[config.mk]
export PLATFORM = sky130hd
export DESIGN_NAME = wb_stage_pipe
export DESIGN_NICKNAME = d
export VERILOG_FILES = /design/src/rtl/wb_pkg.sv /design/src/rtl/wb_fwd_lookup.sv /design/src/rtl/wb_stage_pipe.sv
export SDC_FILE = /design/constraint.sdc
export NUM_CORES = 2
export LEC_CHECK = 0
export ABC_AREA = 0
export CAP_MARGIN = 5
export CELL_PAD_IN_SITES_DETAIL_PLACEMENT = 0
export CELL_PAD_IN_SITES_GLOBAL_PLACEMENT = 2
export CORE_AREA = 2 2 447 449
export DETAILED_ROUTE_END_ITERATION = 6
export DIE_AREA = 0 0 449 451
export GPL_TIMING_DRIVEN = 0
export PLACE_DENSITY_LB_ADDON = 0.1
export SLEW_MARGIN = 20
export SYNTH_ARGS = -nofsm -noshare
export SYNTH_HDL_FRONTEND = slang
export SYNTH_SLANG_ARGS = --single-unit
[constraint.sdc]
create_clock -name clk -period 5.26 [get_ports clk]
set_clock_uncertainty 0.1 [all_clocks]
set_input_delay 0.789 -clock clk [delete_from_list [all_inputs] [get_ports clk]]
set_output_delay 0.789 -clock clk [all_outputs]
set_load 0.01 [all_outputs]
[src/rtl/wb_pkg.sv]
// Shared types and defaults for the writeback staging pipe.
package wb_pkg;

  // Default result and register-address widths.
  localparam int WB_DATA_W = 128;
  localparam int WB_ADDR_W = 7;

  // Up to this many execution units can be described by a latency table.
  localparam int WB_MAX_UNITS = 5;
  localparam int WB_LAT_W     = 8;

  // Injection stage per unit; entry u belongs to unit u.
  typedef logic [WB_MAX_UNITS-1:0][WB_LAT_W-1:0] wb_lat_table_t;

  // Units 0..4 inject at stages 7, 6, 4, 4, 2. Only the first NUM_UNITS entries are used.
  localparam wb_lat_table_t WB_DEF_UNIT_LAT = {8'd2, 8'd4, 8'd4, 8'd6, 8'd7};

  // One staging slot. Slots with write == 0 still carry data/addr down the pipe.
  typedef struct packed {
    logic [WB_DATA_W-1:0] data;
    logic [WB_ADDR_W-1:0] addr;
    logic                 write;
  } wb_entry_t;

  // Collision counter saturates at this value.
  localparam logic [7:0] WB_CNT_MAX = 8'hFF;

  // A unit's injection stage must name a real stage 1..depth.
  function automatic bit lat_in_range(input int unsigned lat, input int unsigned depth);
    return (lat >= 1) && (lat <= depth);
  endfunction

endpackage

[src/rtl/wb_fwd_lookup.sv]
// Forwarding lookup for one query port: finds the newest staged write to an address.
module wb_fwd_lookup
  import wb_pkg::*;
#(
  parameter int DATA_W = WB_DATA_W,
  parameter int ADDR_W = WB_ADDR_W,
  parameter int DEPTH  = 7
) (
  input  logic [ADDR_W-1:0]             rd_addr_i,
  // Index 0 holds stage 1 (the newest), index DEPTH-1 holds stage DEPTH.
  input  logic [DEPTH-1:0][ADDR_W-1:0]  stg_addr_i,
  input  logic [DEPTH-1:0]              stg_write_i,
  input  logic [DEPTH-1:0][DATA_W-1:0]  stg_data_i,
  output logic                          hit_o,
  output logic [DATA_W-1:0]             data_o
);

  // Scan oldest to newest so the newest matching stage is the final assignment.
  always_comb begin
    hit_o  = 1'b0;
    data_o = '0;
    for (int k = DEPTH - 1; k >= 0; k--) begin
      if (stg_write_i[k] && (stg_addr_i[k] == rd_addr_i)) begin
        hit_o  = 1'b1;
        data_o = stg_data_i[k];
      end
    end
  end

endmodule

[src/rtl/wb_stage_pipe.sv]
// Writeback staging pipe. Execution units with different latencies inject
// results at their own stage; everything then shifts one stage per cycle
// until stage DEPTH presents it on the writeback port. Staged writes are
// visible to forwarding queries and to hazard detection.
//
// Handshake: unit_valid_i[u] & unit_write_i[u] in a cycle is one injection
// into stage UNIT_LAT[u]. There is no ready: units never stall, and an
// injection that loses arbitration or overwrites a live write is dropped
// and reported through the collision flag/counter.
module wb_stage_pipe
  import wb_pkg::*;
#(
  parameter int            DATA_W       = WB_DATA_W,
  parameter int            ADDR_W       = WB_ADDR_W,
  parameter int            DEPTH        = 7,
  parameter int            NUM_UNITS    = 4,
  parameter wb_lat_table_t UNIT_LAT     = WB_DEF_UNIT_LAT,
  parameter int            NUM_RD       = 3,
  parameter int            FLUSH_STAGES = 2
) (
  input  logic                              clk,
  input  logic                              reset,
  input  logic [NUM_UNITS-1:0]              unit_valid_i,
  input  logic [NUM_UNITS-1:0][DATA_W-1:0]  unit_data_i,
  input  logic [NUM_UNITS-1:0][ADDR_W-1:0]  unit_addr_i,
  input  logic [NUM_UNITS-1:0]              unit_write_i,
  input  logic                              flush_i,
  input  logic [NUM_RD-1:0][ADDR_W-1:0]     rd_addr_i,
  output logic [NUM_RD-1:0]                 rd_hit_o,
  output logic [NUM_RD-1:0][DATA_W-1:0]     rd_data_o,
  output logic [DEPTH-1:0][ADDR_W-1:0]      stg_addr_o,
  output logic [DEPTH-1:0]                  stg_write_o,
  output logic [DATA_W-1:0]                 wb_data_o,
  output logic [ADDR_W-1:0]                 wb_addr_o,
  output logic                              wb_write_o,
  output logic                              collision_o,
  output logic [7:0]                        collision_cnt_o
);

  localparam int UIDX_W = (NUM_UNITS > 1) ? $clog2(NUM_UNITS) : 1;

  // Elaboration-time sanity checks on the configuration.
  if (DEPTH < 1) begin : g_bad_depth
    $fatal(1, "wb_stage_pipe: DEPTH must be at least 1");
  end
  if ((FLUSH_STAGES < 0) || (FLUSH_STAGES > DEPTH)) begin : g_bad_flush
    $fatal(1, "wb_stage_pipe: FLUSH_STAGES must be within 0..DEPTH");
  end
  if ((NUM_UNITS < 1) || (NUM_UNITS > WB_MAX_UNITS)) begin : g_bad_units
    $fatal(1, "wb_stage_pipe: NUM_UNITS must be within 1..WB_MAX_UNITS");
  end
  for (genvar gu = 0; gu < NUM_UNITS; gu++) begin : g_lat_chk
    if (!lat_in_range(UNIT_LAT[gu], DEPTH)) begin : g_bad_lat
      $fatal(1, "wb_stage_pipe: UNIT_LAT entry outside 1..DEPTH");
    end
  end

  // Same field layout as wb_entry_t, sized by this instance's parameters.
  typedef struct packed {
    logic [DATA_W-1:0] data;
    logic [ADDR_W-1:0] addr;
    logic              write;
  } entry_t;

  entry_t     stage_q [1:DEPTH];
  entry_t     stage_d [1:DEPTH];
  logic       coll_q, coll_d;
  logic [7:0] cnt_q, cnt_d;
  logic       coll_evt;

  // A unit only claims its stage when it both presents and writes a result.
  logic [NUM_UNITS-1:0] inj_req;
  assign inj_req = unit_valid_i & unit_write_i;

  // Next stage contents: lowest-index injector wins, otherwise shift from the
  // stage above (stage 0 is an all-zero slot). Flush clears the write flag of
  // whatever lands in the young stages, injected or shifted.
  always_comb begin
    entry_t            prev_e;
    int unsigned       n_inj;
    logic [UIDX_W-1:0] win;
    coll_evt = 1'b0;
    prev_e   = '0;
    n_inj    = 0;
    win      = '0;
    for (int k = 1; k <= DEPTH; k++) begin
      if (k == 1) begin
        prev_e = '0;
      end else begin
        prev_e = stage_q[k-1];
      end
      n_inj = 0;
      win   = '0;
      for (int u = NUM_UNITS - 1; u >= 0; u--) begin
        if (inj_req[u] && (32'(UNIT_LAT[u]) == k)) begin
          n_inj = n_inj + 1;
          win   = UIDX_W'(u);
        end
      end
      stage_d[k] = prev_e;
      if (n_inj != 0) begin
        stage_d[k].data  = unit_data_i[win];
        stage_d[k].addr  = unit_addr_i[win];
        stage_d[k].write = 1'b1;
        // Losing injectors are dropped; a live write from above is overwritten.
        if ((n_inj > 1) || prev_e.write) begin
          coll_evt = 1'b1;
        end
      end
      if (flush_i && (k <= FLUSH_STAGES)) begin
        stage_d[k].write = 1'b0;
      end
    end
  end

  // Sticky flag and saturating count advance once per cycle with any collision.
  always_comb begin
    coll_d = coll_q;
    cnt_d  = cnt_q;
    if (coll_evt) begin
      coll_d = 1'b1;
      if (cnt_q != WB_CNT_MAX) begin
        cnt_d = cnt_q + 8'd1;
      end
    end
  end

  // Stage registers and collision state; reset discards everything in flight.
  always_ff @(posedge clk) begin
    if (reset) begin
      for (int k = 1; k <= DEPTH; k++) begin
        stage_q[k] <= '0;
      end
      coll_q <= 1'b0;
      cnt_q  <= 8'd0;
    end else begin
      stage_q <= stage_d;
      coll_q  <= coll_d;
      cnt_q   <= cnt_d;
    end
  end

  // Flattened stage view for hazard detection and forwarding.
  logic [DEPTH-1:0][DATA_W-1:0] stg_data;
  for (genvar gk = 1; gk <= DEPTH; gk++) begin : g_stg_out
    assign stg_addr_o[gk-1]  = stage_q[gk].addr;
    assign stg_write_o[gk-1] = stage_q[gk].write;
    assign stg_data[gk-1]    = stage_q[gk].data;
  end

  // One lookup per query port; each returns the newest matching staged write.
  for (genvar gr = 0; gr < NUM_RD; gr++) begin : g_fwd
    wb_fwd_lookup #(
      .DATA_W (DATA_W),
      .ADDR_W (ADDR_W),
      .DEPTH  (DEPTH)
    ) u_lookup (
      .rd_addr_i   (rd_addr_i[gr]),
      .stg_addr_i  (stg_addr_o),
      .stg_write_i (stg_write_o),
      .stg_data_i  (stg_data),
      .hit_o       (rd_hit_o[gr]),
      .data_o      (rd_data_o[gr])
    );
  end

  assign wb_data_o       = stage_q[DEPTH].data;
  assign wb_addr_o       = stage_q[DEPTH].addr;
  assign wb_write_o      = stage_q[DEPTH].write;
  assign collision_o     = coll_q;
  assign collision_cnt_o = cnt_q;

endmodule

## Word-level counts from Yosys, hierarchy flattened

Cells that the tools add are included.

| storage, ports and cells | value |
|---|---|
| register bits after elaboration | 961 |
| input bits | 572 |

| cells by class | value |
|---|---|
| add/subtract/negate cells | 2 |
| $lt $le $gt $ge | 5 |
| equality and inequality tests | 22 |
| muxes and demuxes | 66 |
| bitwise gates (word level) | 1 |
| reductions and logical operators | 29 |

Operators by type and width:

| operator | count |
|---|---|
| $mux W128 | 23 |
| $bmux W128 S2 | 2 |
| $mux W136 | 3 |
| $eq A7 B7 Y1 | 21 |
| $reduce_bool A32 Y1 | 3 |
| $gt A32 B1 Y1 const B | 2 |
| $mux W1 | 31 |
| $bmux W7 S2 | 2 |
| $logic_and A1 B1 Y1 | 21 |
| $mux W7 | 2 |
| $add A8 B1 Y8 const B | 1 |
| $ne A8 B8 Y1 const B | 1 |
| $lt A2 B3 Y1 const B | 2 |
| $mux W2 | 3 |
| $and A4 B4 Y4 | 1 |
| $logic_or A1 B1 Y1 | 3 |
| $add A1 B1 Y2 const B | 1 |
| $reduce_and A2 Y1 | 1 |
| $reduce_or A2 Y1 | 1 |
| $gt A1 B1 Y1 const B | 1 |

## Depth between registers and ports, before layout

| logic depth | value |
|---|---|
| word-level depth | 13 |
| mapped depth | 9 |
| gate-level depth less buffers | 6 |

## By module

Synthesis repeated with hierarchy kept, for this count alone.

| unflattened totals | value |
|---|---|
| cells, all modules | 5861 |
| area total of the unflattened synthesis | 41696.2 µm² |

Modules (own cells, without submodules):

| module | times used | cells an instance | area each (µm²) | seq. area each (µm²) |
|---|---|---|---|---|
| wb_fwd_lookup | 3 | 1212 | 7490.9 | 0.0 |
| wb_stage_pipe | 1 | 2225 | 19223.4 | 11070.6 |

## Worst setup path after synthesis

OpenSTA, ideal clock, no wires.

| timing | value |
|---|---|
| kind | input to output |
| start point | in rd_addr_i[18] in the netlist's numbering |
| end point | out rd_data_o[294] in the netlist's numbering |
| arrival | 2333 ps |
| required time | 4371 ps |
| path slack | 2038 ps |
| cell stages on the path | 7 |
| buffers on the path | 2 |
| cells stage by stage | xor2_1 > nor4_4 > buf_2 > clkbuf_1 > nand3_1 > o221a_1 > o21ai_1 |

RTL lines:

| element | RTL line | text |
|---|---|---|
| from (decl) | wb_stage_pipe.sv:28 | `input logic [NUM_RD-1:0][ADDR_W-1:0] rd_addr_i,` |
| to (decl) | wb_stage_pipe.sv:30 | `output logic [NUM_RD-1:0][DATA_W-1:0] rd_data_o,` |

==> impl_results.md <==
- Cell taking the most area after synthesis: dfxtp_1
- CTS root buf: clkbuf_16
- Worst hold start: stage_q[238]
- Final Hold Vio Count: 0
- Fill cell total of the finished layout: 22300
- Max Cap Viol: 0
- Number of synthesis warnings: 0
- Fin nets: 6973
- Critical Path Start Type: input pin
- Seq pwr share: 0.368
- Failing checks: negative setup slack
- Gr ovfl total: 0
- GRT Total Usage: 0.308
- Final min period: 5.28 ns
- Area share of the largest cell type after synthesis: 0.315
- Critical Path RT: 4.37 ns
- Gp weighted congestion: 0.905
- Most common cell in the netlist: nand2_1
- Reg-to-reg slack, setup: 3.05 ns
- DP Worst Slack: -1.13 ns
- CP endpoint kind: primary output
- # IOs: 1160
- Most used cell, CP: clkdlybuf4s50_1
- Commonest cells post-synth: 1122 x nand2_1, 553 x dfxtp_1, 486 x clkbuf_1, 338 x a21oi_1, 319 x nand3_1
- Rows: 164
- Headroom to the max-slew limit: 0.212
- Area growth, synth to finish: 53.8%
- Switch Pwr: 0.00395 W
- Worst IR drop on VDD: 220 uV
- WP buf/inv: 4
- Final Setup Violations: 5
- Crit-path cells: clkdlybuf4s50_1 -> xor2_1 -> nor4_1 -> buf_2 -> clkbuf_1 -> nand3_1 -> o311a_1 -> o21ai_1 -> clkdlybuf4s50_1
- Status: finished, violations left
- TNS Setup: -0.0732 ns
- Vias in the first global route: ~46000
- Clk pwr share: 0.471
- Netlist cell types: 44
- Crit path max-delay family: buffers and inverters
- Die width: 449 um
- Number of nets with antenna violations after detailed routing: 0
- Post-synthesis register bit count: ~550
- WS Path Type: in -> out
- Mapped Cells: 5119
- IO buf count: roughly 1100
- Die Area: 202000 um2
- Final Cycle Share: 1.00
- Sequential fraction of the synthesis area: 0.315
- Largest net degree at the start of global routing: 20
- Clock H-tree levels: 3
- Unrepaired setup endpoints after global routing: true
- Crit Path Max Fanout: 10
- DRC viols: 0
- CTS tree: done
- Clock buffer depth: 3
- Drt total wl: 327000 um
- Fmax: 189 MHz
- Hold Path Class: reg -> reg
- Internal power: 0.00864 W
- Syn Area/Cell: 6.87 um2
- Iteration count of the initial detailed-routing pass: 5
- Reg2reg start: stg_write_o[4]
- Top cells by area, synth: dfxtp_1 31%, nand2_1 12%, clkbuf_1 5.2%
- Hold Path End: wb_data_o[94]
- Slew Limit Fails: 0
- Pwr/cell area: 233 nW/um2
- DR vias: 46500
- Combinational Power Share: 0.161
- Core Region: around 200000 um2
- Clk pin slew, worst setup/hold paths: 0.06 ns
- Initial antenna violation count: 62
- Initial DRC Count: 4745
- Worst-Margin Slew: between 1 and 1.5 ns
- DP Wirelength: 257000 um
- Switching share of total power: 0.314
- Share of layout cells above drive strength 1: 0.0916
- EDFF count, synth: 0
- WL/cell: about 36 um
- Initial Util: 0.177
- Leak Pwr: 18.4 nW
- TritonCTS buffer count: 80
- Sink Count: ~550
- Hold Path Stages: 2
- CP arrival: 4.39 ns
- Main synth FF type: dfxtp_1
- Setup ws final: -0.0189 ns
- Die height: 451 um
- Worst reg2reg endpoint: collision_cnt_o[5]
- R2R depth: 6
- Vias/cell: 5.08
- Worst path max stage delay: 0.60 ns
- Asr flop ratio synth: 0
- First-pass GRT wire length: 430000 um
- Mapped Area: 35200 um2
- Cell at the slowest stage of the critical path: clkdlybuf4s50_1
- Clk_lat worst skew: 0.77 ns
[sequential cells by signal, summed over array words and instances, names as in the netlist]
register / cells
collision_o: 1
stage_d: 128
stg_addr_o: 21
wb_write_o: 1
wb_data_o: 128
stg_write_o: 3
wb_addr_o: 7
stage_q: 256
collision_cnt_o: 8
[kinds of logic after synthesis]
| group | synth area share |
|---|---|
| buf+inv | 0.106 |
| compound gates | 0.281 |
| simple gates | 0.274 |
| mux | 0.000285 |
| fa+ha+maj | 0.000356 |
| flops | 0.315 |
| other cells | 0.000107 |
| xor+xnor | 0.0229 |
[area by class of cell]
cell class,count,area [um2],share of cell area
multi-input combinational,3782,20600,0.381
timing repair buffer,1178,12200,0.226
sequential,553,11100,0.205
buffer,735,3740,0.0692
tap,2656,3320,0.0615
clock buffer,106,2220,0.0411
clock inverter,40,528,0.00977
inverter,70,263,0.00486
antenna,34,85.1,0.00157
[stage by stage]
| step | total power, W | cells | area, um2 | utilization | hold WS, ns |
|---|---|---|---|---|---|
| after floorplan | 0.00529 | 5142 | 35200 | - | 0.353 |
| after detailed placement | 0.00673 | 8960 | 50700 | 0.256 | 0.381 |
| after global routing | 0.0130 | 9142 | 54000 | 0.273 | 0.387 |
| final | 0.0126 | 9154 | 54100 | 0.273 | 0.388 |
| after global placement | 0.00668 | 8930 | 49900 | 0.252 | 0.378 |
| after CTS | 0.0127 | 9114 | 53800 | 0.272 | 0.381 |
[power by group through the flow]
stage               combinational (W)  sequential (W)  clock [W]
floorplan                    0.000729         0.00456          0
global placement              0.00196         0.00472          0
detailed placement            0.00201         0.00472          0
CTS                           0.00203         0.00463    0.00606
global route                  0.00213         0.00465    0.00618
finish                        0.00203         0.00464    0.00593
[cell usage in the layout (no fill, tap or decap), types with 120 or more instances in the layout]
cell type,instances
a211oi_1,127
a21oi_1,338
buf_4,196
clkbuf_1,363
clkdlybuf4s50_1,1132
dfxtp_1,538
nand2_1,1119
nand3_1,319
nand4_1,120
nor2_1,145
nor2b_1,136
nor3_1,128
nor4_1,137
o21ai_0,279
o21ai_1,275
o311a_1,154
[per-layer routing]
metal | wire [um] | GRT usage | vias up
li1 | - | - | 20600
met1 | 136000 | 0.384 | 23300
met2 | 155000 | 0.515 | 2106
met3 | 18500 | 0.0509 | 464
met4 | 17100 | 0.151 | 8
met5 | 54 | 0 | -
[timing repair]
action | in CTS | in global routing
gates resized for setup | 120 | 89
hold buffers | 0 | 0
pin swaps | 4 | 2
endpoints found under the setup margin | 364 | 164
setup buffers | 9 | 7
[worst min-delay path: stages, from the launching register on]
cell     delay, ns
dfxtp_1       0.35
nand2_1       0.07
a21oi_1       0.06
[worst max path at each step]
stage,startpoint,slack [ns],depth (start not counted),endpoint
6_report,rd_addr_i[5],-0.02,9,rd_data_o[107]
5_1_grt,rd_addr_i[10],-0.02,10,rd_data_o[193]
4_1_cts,rd_addr_i[5],-0.008,9,rd_data_o[103]
3_5_place_dp,rd_addr_i[10],-1.13,9,rd_data_o[207]
3_3_place_gp,unit_valid_i[2],-4.03,8,stage_d[312]
2_1_floorplan,rd_addr_i[18],2.04,7,rd_data_o[294]
Note: power is estimated with default switching activity, not from simulation.
